$ cat config.mk
export PLATFORM = sky130hd
export DESIGN_NAME = game_tick_gen
export DESIGN_NICKNAME = d
export VERILOG_FILES = /design/src/rtl/game_tick_gen.sv
export SDC_FILE = /design/constraint.sdc
export NUM_CORES = 1
export LEC_CHECK = 0
export CAP_MARGIN = 0
export CORE_ASPECT_RATIO = 0.9
export CORE_MARGIN = 3
export CORE_UTILIZATION = 58
export CTS_CLUSTER_DIAMETER = 100
export DETAILED_ROUTE_END_ITERATION = 10
export PLACE_DENSITY = 0.88
export REMOVE_ABC_BUFFERS = 1
export SLEW_MARGIN = 30
export SYNTH_ARGS = -nofsm -noshare
export SYNTH_HDL_FRONTEND = slang
export SYNTH_SLANG_ARGS = --single-unit
$ cat constraint.sdc
create_clock -name clk -period 6.53 [get_ports clk]
set_input_delay 0.9795 -clock clk [delete_from_list [all_inputs] [get_ports clk]]
set_output_delay 0.9795 -clock clk [all_outputs]
set_load 0.05 [all_outputs]
$ cat src/rtl/game_tick_gen.sv
// Game clock/tick generator: power-of-two rate select, pause, single-step.
// Optional macro TICK_GEN_IMM_RATE_EN: restart immediately on a rate change.
module game_tick_gen #(
    parameter int BASE_CNT = 12_500_000,
    parameter int SEL_W    = 2,
    parameter int CNT_W    = 32
) (
    input  logic             clk,
    input  logic             rst_n,
    input  logic [SEL_W-1:0] clk_rate,
    input  logic             pause,
    input  logic             step,
    output logic             clk_game,
    output logic             game_tick,
    output logic [SEL_W-1:0] rate_act,
    output logic             paused
);

    typedef enum logic [1:0] {
        RUN    = 2'd0,
        PAUSED = 2'd1,
        STEP   = 2'd2
    } state_t;

    localparam int MAX_SH = (1 << SEL_W) - 1;
    localparam logic [CNT_W-1:0] BASE = CNT_W'(BASE_CNT);
    localparam logic [CNT_W-1:0] TOP  = BASE << MAX_SH;
    localparam bit FITS = ((TOP >> MAX_SH) == BASE) && (BASE != '0);

    state_t           state;
    logic [CNT_W-1:0] cnt;
    logic [CNT_W-1:0] half;
    logic             term;
    logic             rate_diff;

    assign half = BASE << rate_act;
    assign term = (cnt == half - CNT_W'(1));

`ifdef TICK_GEN_IMM_RATE_EN
    assign rate_diff = (clk_rate != rate_act);
`else
    assign rate_diff = 1'b0;
`endif

    always_ff @(posedge clk) begin
        if (!rst_n) begin
            cnt       <= '0;
            clk_game  <= 1'b0;
            game_tick <= 1'b0;
            rate_act  <= clk_rate;
            state     <= RUN;
            paused    <= 1'b0;
        end else begin
            if (state != PAUSED) begin
                if (term) begin
                    cnt       <= '0;
                    clk_game  <= ~clk_game;
                    rate_act  <= clk_rate;
                    game_tick <= ~clk_game;
                end else if (rate_diff) begin
                    cnt       <= '0;
                    rate_act  <= clk_rate;
                    game_tick <= 1'b0;
                end else begin
                    cnt       <= cnt + CNT_W'(1);
                    game_tick <= 1'b0;
                end
            end else begin
                game_tick <= 1'b0;
                // a rate change while frozen arms a restart for exit
                if (rate_diff) begin
                    cnt      <= '0;
                    rate_act <= clk_rate;
                end
            end

            unique case (state)
                RUN: begin
                    if (pause) begin
                        state  <= PAUSED;
                        paused <= 1'b1;
                    end
                end
                PAUSED: begin
                    if (!pause) begin
                        state  <= RUN;
                        paused <= 1'b0;
                    end else if (step) begin
                        state  <= STEP;
                        paused <= 1'b0;
                    end
                end
                STEP: begin
                    if (term && !clk_game) begin
                        state  <= pause ? PAUSED : RUN;
                        paused <= pause;
                    end
                end
                default: begin
                    state  <= RUN;
                    paused <= 1'b0;
                end
            endcase
        end
    end

    always_ff @(posedge clk) begin
        assert (FITS)
        else $error("game_tick_gen: BASE_CNT << max rate overflows CNT_W");
    end

endmodule
[Yosys cells after proc, flatten, opt, wreduce, memory -nomap -nowiden]
Index checks and enable logic that the tools add are counted.
Operators by class
  add/sub/neg operators: 2
  equal/unequal tests: 9
  shift operators: 1
  multiplexer cells: 15
  bitwise gates (word level): 1
  reduce and logical (&&, ||, !) cells: 7
Operator list (number)
  $add 32x1->32 const B: 1
  $eq 32x32->1: 1
  $mux 32: 1
  $shl 24x2->32 const A: 1
  $sub 32x1->32 const B: 1
  $mux 2: 7
  $ne 2x1->1 const B: 3
  $pmux 2 s3: 1
  $reduce_and 3->1: 2
  $mux 1: 5
  $ne 2x2->1 const B: 2
  $reduce_and 2->1: 2
  $ne 3x3->1 const B: 1
  $pmux 1 s3: 1
  $eq 2x1->1 const B: 1
  $eq 2x2->1 const B: 1
  $logic_not 2->1: 1
  $logic_and 1x1->1: 1
  $logic_not 1->1: 1
  $not 1->1: 1
Word-level totals
  bits in registers: 39
  word-level logic and storage cells: 41

[Depth between registers and ports, before layout]
Gate-level depths: netlist of the first run.
  depth after elaboration: 6
  gate-level depth with buffers: 8
  depth with buffers taken out: 7

[Least setup slack after synthesis of the first run]
No wires, ideal clock.
  kind: register to register
  start: register rate_act[1]
  end: register rate_act[0] (enable)
  arrival: 2.285 ns
  required time: 6.221 ns
  path slack: 3.936 ns
  cell stages (with the launch flop): 7
  cells stage by stage: edfxtp_1 buf_6 xor2_1 a221o_1 a2111o_1 o31ai_4 buf_2
On the way
  word-level cells in the longest chain between the ends: 5
RTL lines
  from (decl): RTL line 15  | output logic [SEL_W-1:0] rate_act,
  from (signal assigned): RTL line 50  | rate_act <= clk_rate;
  from (signal assigned): RTL line 58  | rate_act <= clk_rate;
  from (signal assigned): RTL line 62  | rate_act <= clk_rate;
  $shl 24x2->32: RTL line 36  | assign half = BASE << rate_act;
  $sub 32x1->32: RTL line 37  | assign term = (cnt == half - CNT_W'(1));
  $eq 32x32->1: RTL line 37
  $ne 2x1->1 (no line)
  $reduce_and 2->1 (no line)
Every way passes these cells.
A chain may end at the register's enable or synchronous reset.

[Worst setup path after layout of the first run]
  start: register rate_act[0]
  end: output rate_act[0]
No word-level cell between the ends.

==> summary.txt, run 1 <==
Worst setup path
  • CP max FO: 12
  • Arr. time, crit path: 1760 ps
  • Worst setup path category: flop to output pin
  • Slowest Stage Delay on Critical Path: 880 ps
  • Crit. Startpoint: rate_act[0]
  • Delay-heaviest family, CP: buffers and inverters
  • R2r startpoint: rate_act[0]
  • Startpoint types: flop
  • Critical path capture point type: output pin
  • Critical-path cell list: clkdlybuf4s50_1
  • Worst path bufs/invs: 1
  • Slowest-stage cell, CP: clkdlybuf4s50_1
  • Worst endpoint required time: 5550 ps

Global routing
  • Tot GR Track Use: 0.227
  • First-pass GRT wire length: 7040 um
  • Initial antenna violation count: 0
  • Largest net degree at the start of global routing: 31
  • Congestion Overflow GR: 0
  • Vias in the first global route: 1509

CTS
  • CTS buffer count: 5
  • Reg clk slew, reported paths: 80 ps
  • Clk Latency, worst-skew pair: 300 ps
  • Clk root buf: clkbuf_8
  • H-tree levels: 2
  • Hold_buf cts: 0
  • Clk buf depth: 2
  • Post-CTS resize count: 0
  • Post-CTS Setup Bufs: 0
  • Clock sinks: 39
  • TritonCTS clock tree: done

Place
  • I/O Buffers: 10
  • Dpl cell area: 2070 um2
  • DP Wirelength: 2970 um
  • Placed cell count: 275
  • Final estimated routing congestion in global placement: 0.945

Timing
  • Final setup violation count: 0
  • Slew HR: 0.488
  • Worst-Margin Slew: 762 ps
  • Final min period: 2740 ps
  • Fin. max-slew vios: 0
  • Fin Clk Skew: 7.31 ps
  • Final period util: 0.419
  • Fmax: 365 MHz
  • RSZ-0062 raised after global routing: false
  • Hold WS: 498 ps
  • Total Neg Setup Slack: 0 ps
  • Final Hold Vio Count: 0

Floorplan
  • Core ar.: 3140 um2
  • Die Y: 61.2 um
  • IO Pins: 11
  • Die W: 67.3 um
  • Row cnt: 19
  • Die ar.: 4120 um2
  • Starting Density: 0.625

Final layout
  • Post-layout nets: 247
  • FILL cells: 272
  • Area delta synth->final: 11.7%
  • Final instance area: 2190 um2
  • Area of the multi-input gates: 1070 um2
  • Layout cells sized above 1: 0.0705
  • Post-route insts no fill: 283
  • Seq. cell area: 801 um2
  • # diodes: 0

Routing
  • Post-DRT Antenna Nets: 0
  • Routed len/inst: 14.9 um
  • DRC viols: 0
  • DR vias: 1642
  • Vias per cell: 5.80
  • First drt pass iteration count: 4
  • Final wirelength: 4200 um
  • Drt initial violations: 161

Synth
  • Library cells used by synthesis: 45
  • EDFF count, synth: 2
  • Part of the Yosys area used for sequential elements: 0.408
  • Async S/R FF share, synth: 0
  • Synth Warn #: 0
  • #FFs+latches synth: 39
  • Post-synthesis cell area: 1960 um2
  • Cells after synthesis: 229
  • Ranking of synthesized cells by area: dfxtp_1 38%, xor2_1 8.9%, nor2_1 8.2%, xnor2_1 5.4%, nand2_1 4.2%
  • Mean Syn Cell Area: 8.57 um2
  • Top cell type's share of synthesized area: 0.378
  • Most used DFF post-synth: dfxtp_1
  • Yosys top cell by area: dfxtp_1

Power
  • P_leak: 0.719 nW
  • Design Power: 0.488 mW
  • Worst IR Drop VDD: 156 uV
  • PD cells: 223 nW/um2

Worst hold path
  • Min-Delay Path Class: flop to flop
  • Hold path start: cnt[1]

Status
  • Status: finished, final reports clean

Flow run
  • Max Cap Viol: 0
[worst min-delay path, delay by kind of cell (launching register included)]
kind | cells | cell delay [ps]
AND/OR/NAND/NOR | 1 | 60
flip-flops | 1 | 330
AO/OA/AOI/OAI | 1 | 60
[cells by family (layout without fill, tap and decap cells)]
group           after synthesis  in the layout  synth area share
mux                           1              1           0.00574
xor+xnor                     32             32             0.143
flops                        39             39             0.408
simple gates                114            114             0.288
fa+ha+maj                     1              1           0.00638
buf+inv                      17             29            0.0440
compound gates               25             25             0.105
[metrics by stage]
step	util	worst slack, ps
4_1_cts	0.698	3790
2_1_floorplan	-	3560
3_5_place_dp	0.661	3900
5_1_grt	0.698	3660
3_3_place_gp	0.661	3950
6_report	0.698	3790
[layout by cell type (no fill, tap or decap), types with 3 or more instances in the layout]
master,count
a21oi_1,5
and4_1,3
nor3_1,4
xor2_1,20
clkbuf_8,6
inv_1,10
a31oi_1,3
nand2b_1,3
clkdlybuf4s50_1,10
nand4_1,10
or4_1,3
dfxtp_1,37
xnor2_1,12
nand3_1,11
nor2_1,43
and3_1,3
nand2_1,22
nor2b_1,3
[power by group]
part | internal, mW | total (mW) | switching (mW)
logic | 0.0123 | 0.0299 | 0.0175
registers | 0.244 | 0.249 | 0.00498
clock network | 0.124 | 0.210 | 0.0859
total | 0.380 | 0.488 | 0.108
[Yosys cell counts, types with 4 or more instances]
library cell	number
nand2_1	22
nand4_1	10
dfxtp_1	37
nor2_1	43
xor2_1	20
inv_1	10
nand3_1	11
nor3_1	4
a21oi_1	5
xnor2_1	12
[state kept, by name, summed over array words and instances, names as in the netlist]
register   flops
clk_game       1
state          2
rate_act       2
paused         1
game_tick      1
cnt           32
[metal layers]
layer | vias up | global-route usage | routed length (um)
met5 | - | 0 | 0
met4 | 0 | 0.0954 | 84
met3 | 10 | 0.0493 | 266
met2 | 57 | 0.340 | 1880
met1 | 764 | 0.318 | 1970
li1 | 811 | - | -
[final timing paths]
path              slack [ps]  cells past startpoint          end
setup / recovery        3790                      1  rate_act[0]
setup reg to reg        3830                      5  rate_act[1]
hold / removal           500                      2       cnt[1]
hold reg to reg          500                      2       cnt[1]
[cell type report]
class                   instances  area share
multi-input cells             173       0.491
well taps                      42      0.0240
flip-flops and latches         39       0.366
repair buffers                 11      0.0491
inverters                      10      0.0171
clock inverters                 2      0.0160
clock buffers                   6      0.0377
(Power assumes the default switching activity.)
==> inputs of run 2 (changes only) <==
--- a/config.mk
+++ b/config.mk
@@ -8,10 +8,10 @@
 export CAP_MARGIN = 0
 export CORE_ASPECT_RATIO = 0.9
 export CORE_MARGIN = 3
-export CORE_UTILIZATION = 58
+export CORE_UTILIZATION = 53
 export CTS_CLUSTER_DIAMETER = 100
 export DETAILED_ROUTE_END_ITERATION = 10
-export PLACE_DENSITY = 0.88
+export PLACE_DENSITY = 0.85
 export REMOVE_ABC_BUFFERS = 1
 export SLEW_MARGIN = 30
 export SYNTH_ARGS = -nofsm -noshare
==> constraint.sdc (replaced) <==
create_clock -name clk -period 2.3 [get_ports clk]
set_input_delay 0.345 -clock clk [delete_from_list [all_inputs] [get_ports clk]]
set_output_delay 0.345 -clock clk [all_outputs]
set_load 0.05 [all_outputs]
==> summary.txt, run 2 (same netlist as run 1, synthesis figures left out) <==
Status
  • Status: finished with violations
  • Failing checks: negative setup slack

Worst hold path
  • Min-Delay Path Class: flop to flop
  • Hold depth: 2
  • Hold path start: cnt[31]

Final layout
  • Biggest regs: cnt x32, rate_act x2, state x2
  • Post-layout nets: 272
  • # diodes: 0
  • Layout cells sized above 1: 0.199
  • Area delta synth->final: 27.4%
  • Most common cell after layout, fill and taps aside: nor2_1
  • Most frequent cells in the layout: 43 x nor2_1, 35 x dfxtp_1, 22 x nand2_1, 19 x xor2_1, 19 x buf_4
  • Reg with most FFs: cnt
  • Max FFs per register: 32

Worst setup path
  • Crit. path cell count: 9
  • Worst path bufs/invs: 4
  • Slowest-stage cell, CP: edfxtp_1
  • Slowest Stage Delay on Critical Path: 530 ps
  • Worst endpoint required time: 2550 ps
  • Top cell by count, worst path: buf_4
  • R2r startpoint: rate_act[0]
  • Startpoint types: flop
  • Critical-path cell list: buf_6 -> buf_4 -> o21ai_1 -> a31oi_1 -> a2111o_1 -> buf_4 -> o31ai_2 -> buf_4 -> and4_1
  • Arr. time, crit path: 2580 ps
  • Delay-heaviest family, CP: compound AO/OA/AOI/OAI gates
  • Critical path capture point type: flop
  • Crit. Startpoint: rate_act[0]
  • CP max FO: 6
  • FF-to-FF path depth: 9
  • Worst setup path category: flop to flop

Floorplan
  • Die Y: 63.7 um
  • Die W: 70.1 um
  • Core ar.: 3450 um2
  • Starting Density: 0.568
  • Row cnt: 20
  • Die ar.: 4470 um2
  • IO Pins: 11

Place
  • Worst slack, placed: -6.71 ps
  • DP Wirelength: 3020 um
  • I/O Buffers: 10
  • Final estimated routing congestion in global placement: 0.949

Timing
  • Final WS setup: -30.3 ps
  • RSZ-0062 raised after global routing: true
  • Final min period: 2330 ps
  • Final period util: 1.01
  • Worst-Margin Slew: 525 ps
  • Fin Clk Skew: 7.04 ps
  • Hold WS: 525 ps
  • Fmax: 429 MHz
  • Fin. max-slew vios: 0
  • Final Hold Vio Count: 0
  • Slew HR: 0.649
  • Final setup violation count: 1

Routing
  • Routed len/inst: 15.9 um
  • DR vias: 1774
  • DRC viols: 0
  • Post-DRT Antenna Nets: 0
  • First drt pass iteration count: 5
  • Final wirelength: 4930 um
  • Drt initial violations: 110
  • Vias per cell: 5.72

CTS
  • Clk Latency, worst-skew pair: 300 ps
  • Clock sinks: 39
  • CTS buffer count: 5
  • H-tree levels: 2
  • TritonCTS clock tree: done
  • Clk root buf: clkbuf_8
  • Clk buf depth: 2
  • Reg clk slew, reported paths: 80 ps

Global routing
  • GRT met2 Usage: 0.316
  • Initial antenna violation count: 0
  • Congestion Overflow GR: 0
  • First-pass GRT wire length: 7100 um
  • M3 GR Usage: 0.0431
  • Tot GR Track Use: 0.203
  • Largest net degree at the start of global routing: 14
  • GRT met1 Usage: 0.267
  • Grt peak-use layer: met2
  • Vias in the first global route: 1568

Power
  • PD cells: 574 nW/um2
  • Worst IR Drop VDD: 468 uV
  • P_leak: 0.875 nW

Flow run
  • Max Cap Viol: 0
==> run 2: changes by cell type in the layout (fill, tap and decap cells not counted), moves of 2 or more <==
cell and delta:
buf_6 +4, dfxtp_2 +2, dfxtp_1 -2, buf_4 +18
==> run 2: routing by layer <==
metal | up-vias | routed length (um) | part of all wire
li1 | 859 | - | -
met4 | 0 | 99 | 0.020
met2 | 62 | 2340 | 0.48
met5 | - | 0 | 0
met3 | 14 | 288 | 0.058
met1 | 839 | 2200 | 0.45
==> run 2: what timing repair did <==
item	4_1_cts	5_1_grt
cloned	0	2
gates resized for setup	0	21
setup endpoints to repair	25	39
hold buffers	0	0
setup buffers	3	9
pin swaps	1	7
==> run 2: worst paths after layout <==
check / end / slack (ps)
worst max-delay path: state[0] / -30
worst min-delay path: cnt[31] / 520
worst max register to register: state[0] / -30
worst min register to register: cnt[31] / 520
==> run 2: tightest hold or removal path, cell delays in order, from the launching register on <==
cell,delay (ps)
dfxtp_1,340
xor2_1,70
nor2_1,80
==> run 2: final cells by class <==
class                      count  area (um2)
multi-input combinational    173        1150
fill                         243         953
sequential                    39         803
timing repair buffer          36         333
clock buffer                   6        82.6
tap                           44        55.1
inverter                      10        37.5
clock inverter                 2        35.0
==> run 2: per-stage QoR <==
stage          utilization  instances  TNS (ps)  area [um2]  power, mW
5_1_grt              0.724        310     -1590        2500       1.48
2_1_floorplan            -        222    -18490        1910      0.774
6_report             0.724        310     -30.3        2500       1.43
4_1_cts              0.666        299     -8.15        2300       1.41
3_3_place_gp         0.625        288         0        2160      0.814
3_5_place_dp         0.625        288     -62.3        2160      0.816
==> run 2: power breakdown <==
| part | total [mW] | internal, mW | switching (mW) |
|---|---|---|---|
| Combinational | 0.135 | 0.0685 | 0.0662 |
| Sequential | 0.706 | 0.693 | 0.0122 |
| Clock | 0.594 | 0.351 | 0.243 |
| Total | 1.43 | 1.11 | 0.322 |
==> inputs of run 3 (changes only) <==
--- a/config.mk
+++ b/config.mk
@@ -6,11 +6,12 @@
 export NUM_CORES = 1
 export LEC_CHECK = 0
 export CAP_MARGIN = 0
-export CORE_ASPECT_RATIO = 0.9
+export CORE_ASPECT_RATIO = 2
 export CORE_MARGIN = 3
 export CORE_UTILIZATION = 53
 export CTS_CLUSTER_DIAMETER = 100
 export DETAILED_ROUTE_END_ITERATION = 10
+export MAX_ROUTING_LAYER = met4
 export PLACE_DENSITY = 0.85
 export REMOVE_ABC_BUFFERS = 1
 export SLEW_MARGIN = 30
==> summary.txt, run 3 (same netlist as run 1, synthesis figures left out) <==
Worst setup path
  • Worst path bufs/invs: 1
  • Slowest-stage cell, CP: edfxtp_1
  • Startpoint types: flop
  • Slowest Stage Delay on Critical Path: 480 ps
  • Crit. path cell count: 5
  • Delay-heaviest family, CP: compound AO/OA/AOI/OAI gates
  • CP max FO: 6
  • Worst setup path category: flop to flop
  • Worst endpoint required time: 2310 ps
  • R2r startpoint: rate_act[1]
  • Critical path capture point type: flop
  • Crit. Startpoint: rate_act[1]
  • FF-to-FF path depth: 5
  • Critical-path cell list: xor2_1 -> a221o_1 -> a2111o_1 -> o31ai_4 -> buf_6
  • R2R Setup Slk: 80 ps
  • CP endpoint: rate_act[0]
  • Worst reg2reg endpoint: rate_act[0]
  • Arr. time, crit path: 2230 ps

Power
  • Part of the power in combinational logic: 0.083
  • P_int: 1.10 mW
  • Switch share: 0.214
  • Design Power: 1.40 mW
  • NetSw: 0.299 mW
  • Worst IR Drop VDD: 465 uV
  • Clk pwr share: 0.415
  • PD cells: 583 nW/um2
  • P_leak: 0.836 nW
  • Sequential Power Share: 0.502

Timing
  • Fin Clk Skew: 7.72 ps
  • Final WS setup: 78.8 ps
  • Fmax: 450 MHz
  • Slew HR: 0.664
  • Final setup violation count: 0
  • RSZ-0062 raised after global routing: false
  • Worst-Margin Slew: 503 ps
  • Final period util: 0.966
  • Final Hold Vio Count: 0
  • Total Neg Setup Slack: 0 ps
  • Fin. max-slew vios: 0
  • Hold WS: 532 ps
  • Final min period: 2220 ps

Routing
  • Post-DRT Antenna Nets: 0
  • DR vias: 1779
  • Routed len/inst: 14.6 um
  • DRC viols: 0
  • First drt pass iteration count: 4
  • Vias per cell: 5.72
  • Drt initial violations: 44
  • Final wirelength: 4550 um

Global routing
  • Initial antenna violation count: 0
  • First-pass GRT wire length: 7580 um
  • Tot GR Track Use: 0.221
  • Largest net degree at the start of global routing: 28
  • Congestion Overflow GR: 0
  • M3 GR Usage: 0.0390
  • GRT met2 Usage: 0.403
  • Grt peak-use layer: met2
  • GRT met1 Usage: 0.204
  • Vias in the first global route: 1765

Place
  • I/O Buffers: 10
  • DP Wirelength: 3340 um
  • Final estimated routing congestion in global placement: 0.917
  • Worst slack, placed: 34.4 ps

CTS
  • Clock sinks: 39
  • TritonCTS clock tree: done
  • CTS buffer count: 5
  • Reg clk slew, reported paths: 80 ps
  • Clk Latency, worst-skew pair: 290 ps
  • Hold_buf cts: 0
  • Clk root buf: clkbuf_8
  • H-tree levels: 2
  • Clk buf depth: 2

Final layout
  • Reg with most FFs: cnt
  • Biggest regs: cnt x32, rate_act x2, state x2
  • Layout cells sized above 1: 0.160
  • FILL cells: 289
  • Most frequent cells in the layout: 43 x nor2_1, 37 x dfxtp_1, 22 x nand2_1, 21 x buf_4, 20 x xor2_1
  • Seq. cell area: 801 um2
  • Max FFs per register: 32
  • Area of the multi-input gates: 1090 um2
  • Final core occ: 0.687
  • Post-layout nets: 269
  • Most common cell after layout, fill and taps aside: nor2_1
  • Area delta synth->final: 22.2%
  • # diodes: 0

Floorplan
  • IO Pins: 11
  • Row cnt: 30
  • Die Y: 92.0 um
  • Die ar.: 4510 um2
  • Starting Density: 0.562
  • Core ar.: 3490 um2
  • Die W: 49.0 um

Worst hold path
  • Min-Delay Path Class: flop to flop

Flow run
  • Max Cap Viol: 0

Status
  • Status: finished, final reports clean
## run 3: cell count changes in the layout (fill, tap and decap cells not counted), moves of 2 or more
| cell | change |
|---|---|
| buf_4 | +2 |
| buf_6 | -3 |
| dfxtp_1 | +2 |
| dfxtp_2 | -2 |
## run 3: routing by layer
| layer | share of wire | routed length, um | up-vias |
|---|---|---|---|
| li1 | - | - | 858 |
| met1 | 0.36 | 1620 | 854 |
| met2 | 0.56 | 2540 | 45 |
| met3 | 0.034 | 154 | 22 |
| met4 | 0.050 | 227 | 0 |
| met5 | 0 | 0 | - |
## run 3: how the worst min path moves through the flow
stage	start	endpoint	slack, ps	cells past startpoint
after floorplan	clk_rate[0]	rate_act[0]	440	0
after global placement	cnt[31]	cnt[31]	500	2
after detailed placement	cnt[31]	cnt[31]	520	2
after CTS	cnt[31]	cnt[31]	540	2
after global routing	clk_game	game_tick	570	1
final	cnt[31]	cnt[31]	530	2
## run 3: power groups by stage
stage | combinational, mW | sequential (mW) | clock, mW
2_1_floorplan | 0.0429 | 0.731 | 0
3_3_place_gp | 0.109 | 0.717 | 0
3_5_place_dp | 0.110 | 0.718 | 0
4_1_cts | 0.111 | 0.702 | 0.591
5_1_grt | 0.126 | 0.703 | 0.617
6_report | 0.115 | 0.702 | 0.581
## run 3: layout make-up
cell class,count,area share
Tap cell,48,0.0251
Clock inverter,2,0.0146
Sequential cell,39,0.334
Timing Repair Buffer,33,0.121
Clock buffer,6,0.0344
Multi-Input combinational cell,173,0.456
Inverter,10,0.0157
## run 3: worst min-delay path, stage by stage, from the launching register on
cell     delay (ps)
dfxtp_1         360
xor2_1           80
nor2_1           70
## run 3: repair_timing
item                       CTS  global route
resized for setup            0             4
setup buffers                0             2
setup endpoints to repair    0            39
## run 3: through the flow
stage / std cells / cell area [um2]
2_1_floorplan: 222 / 1910
3_3_place_gp: 301 / 2240
3_5_place_dp: 301 / 2240
4_1_cts: 309 / 2360
5_1_grt: 311 / 2400
6_report: 311 / 2400
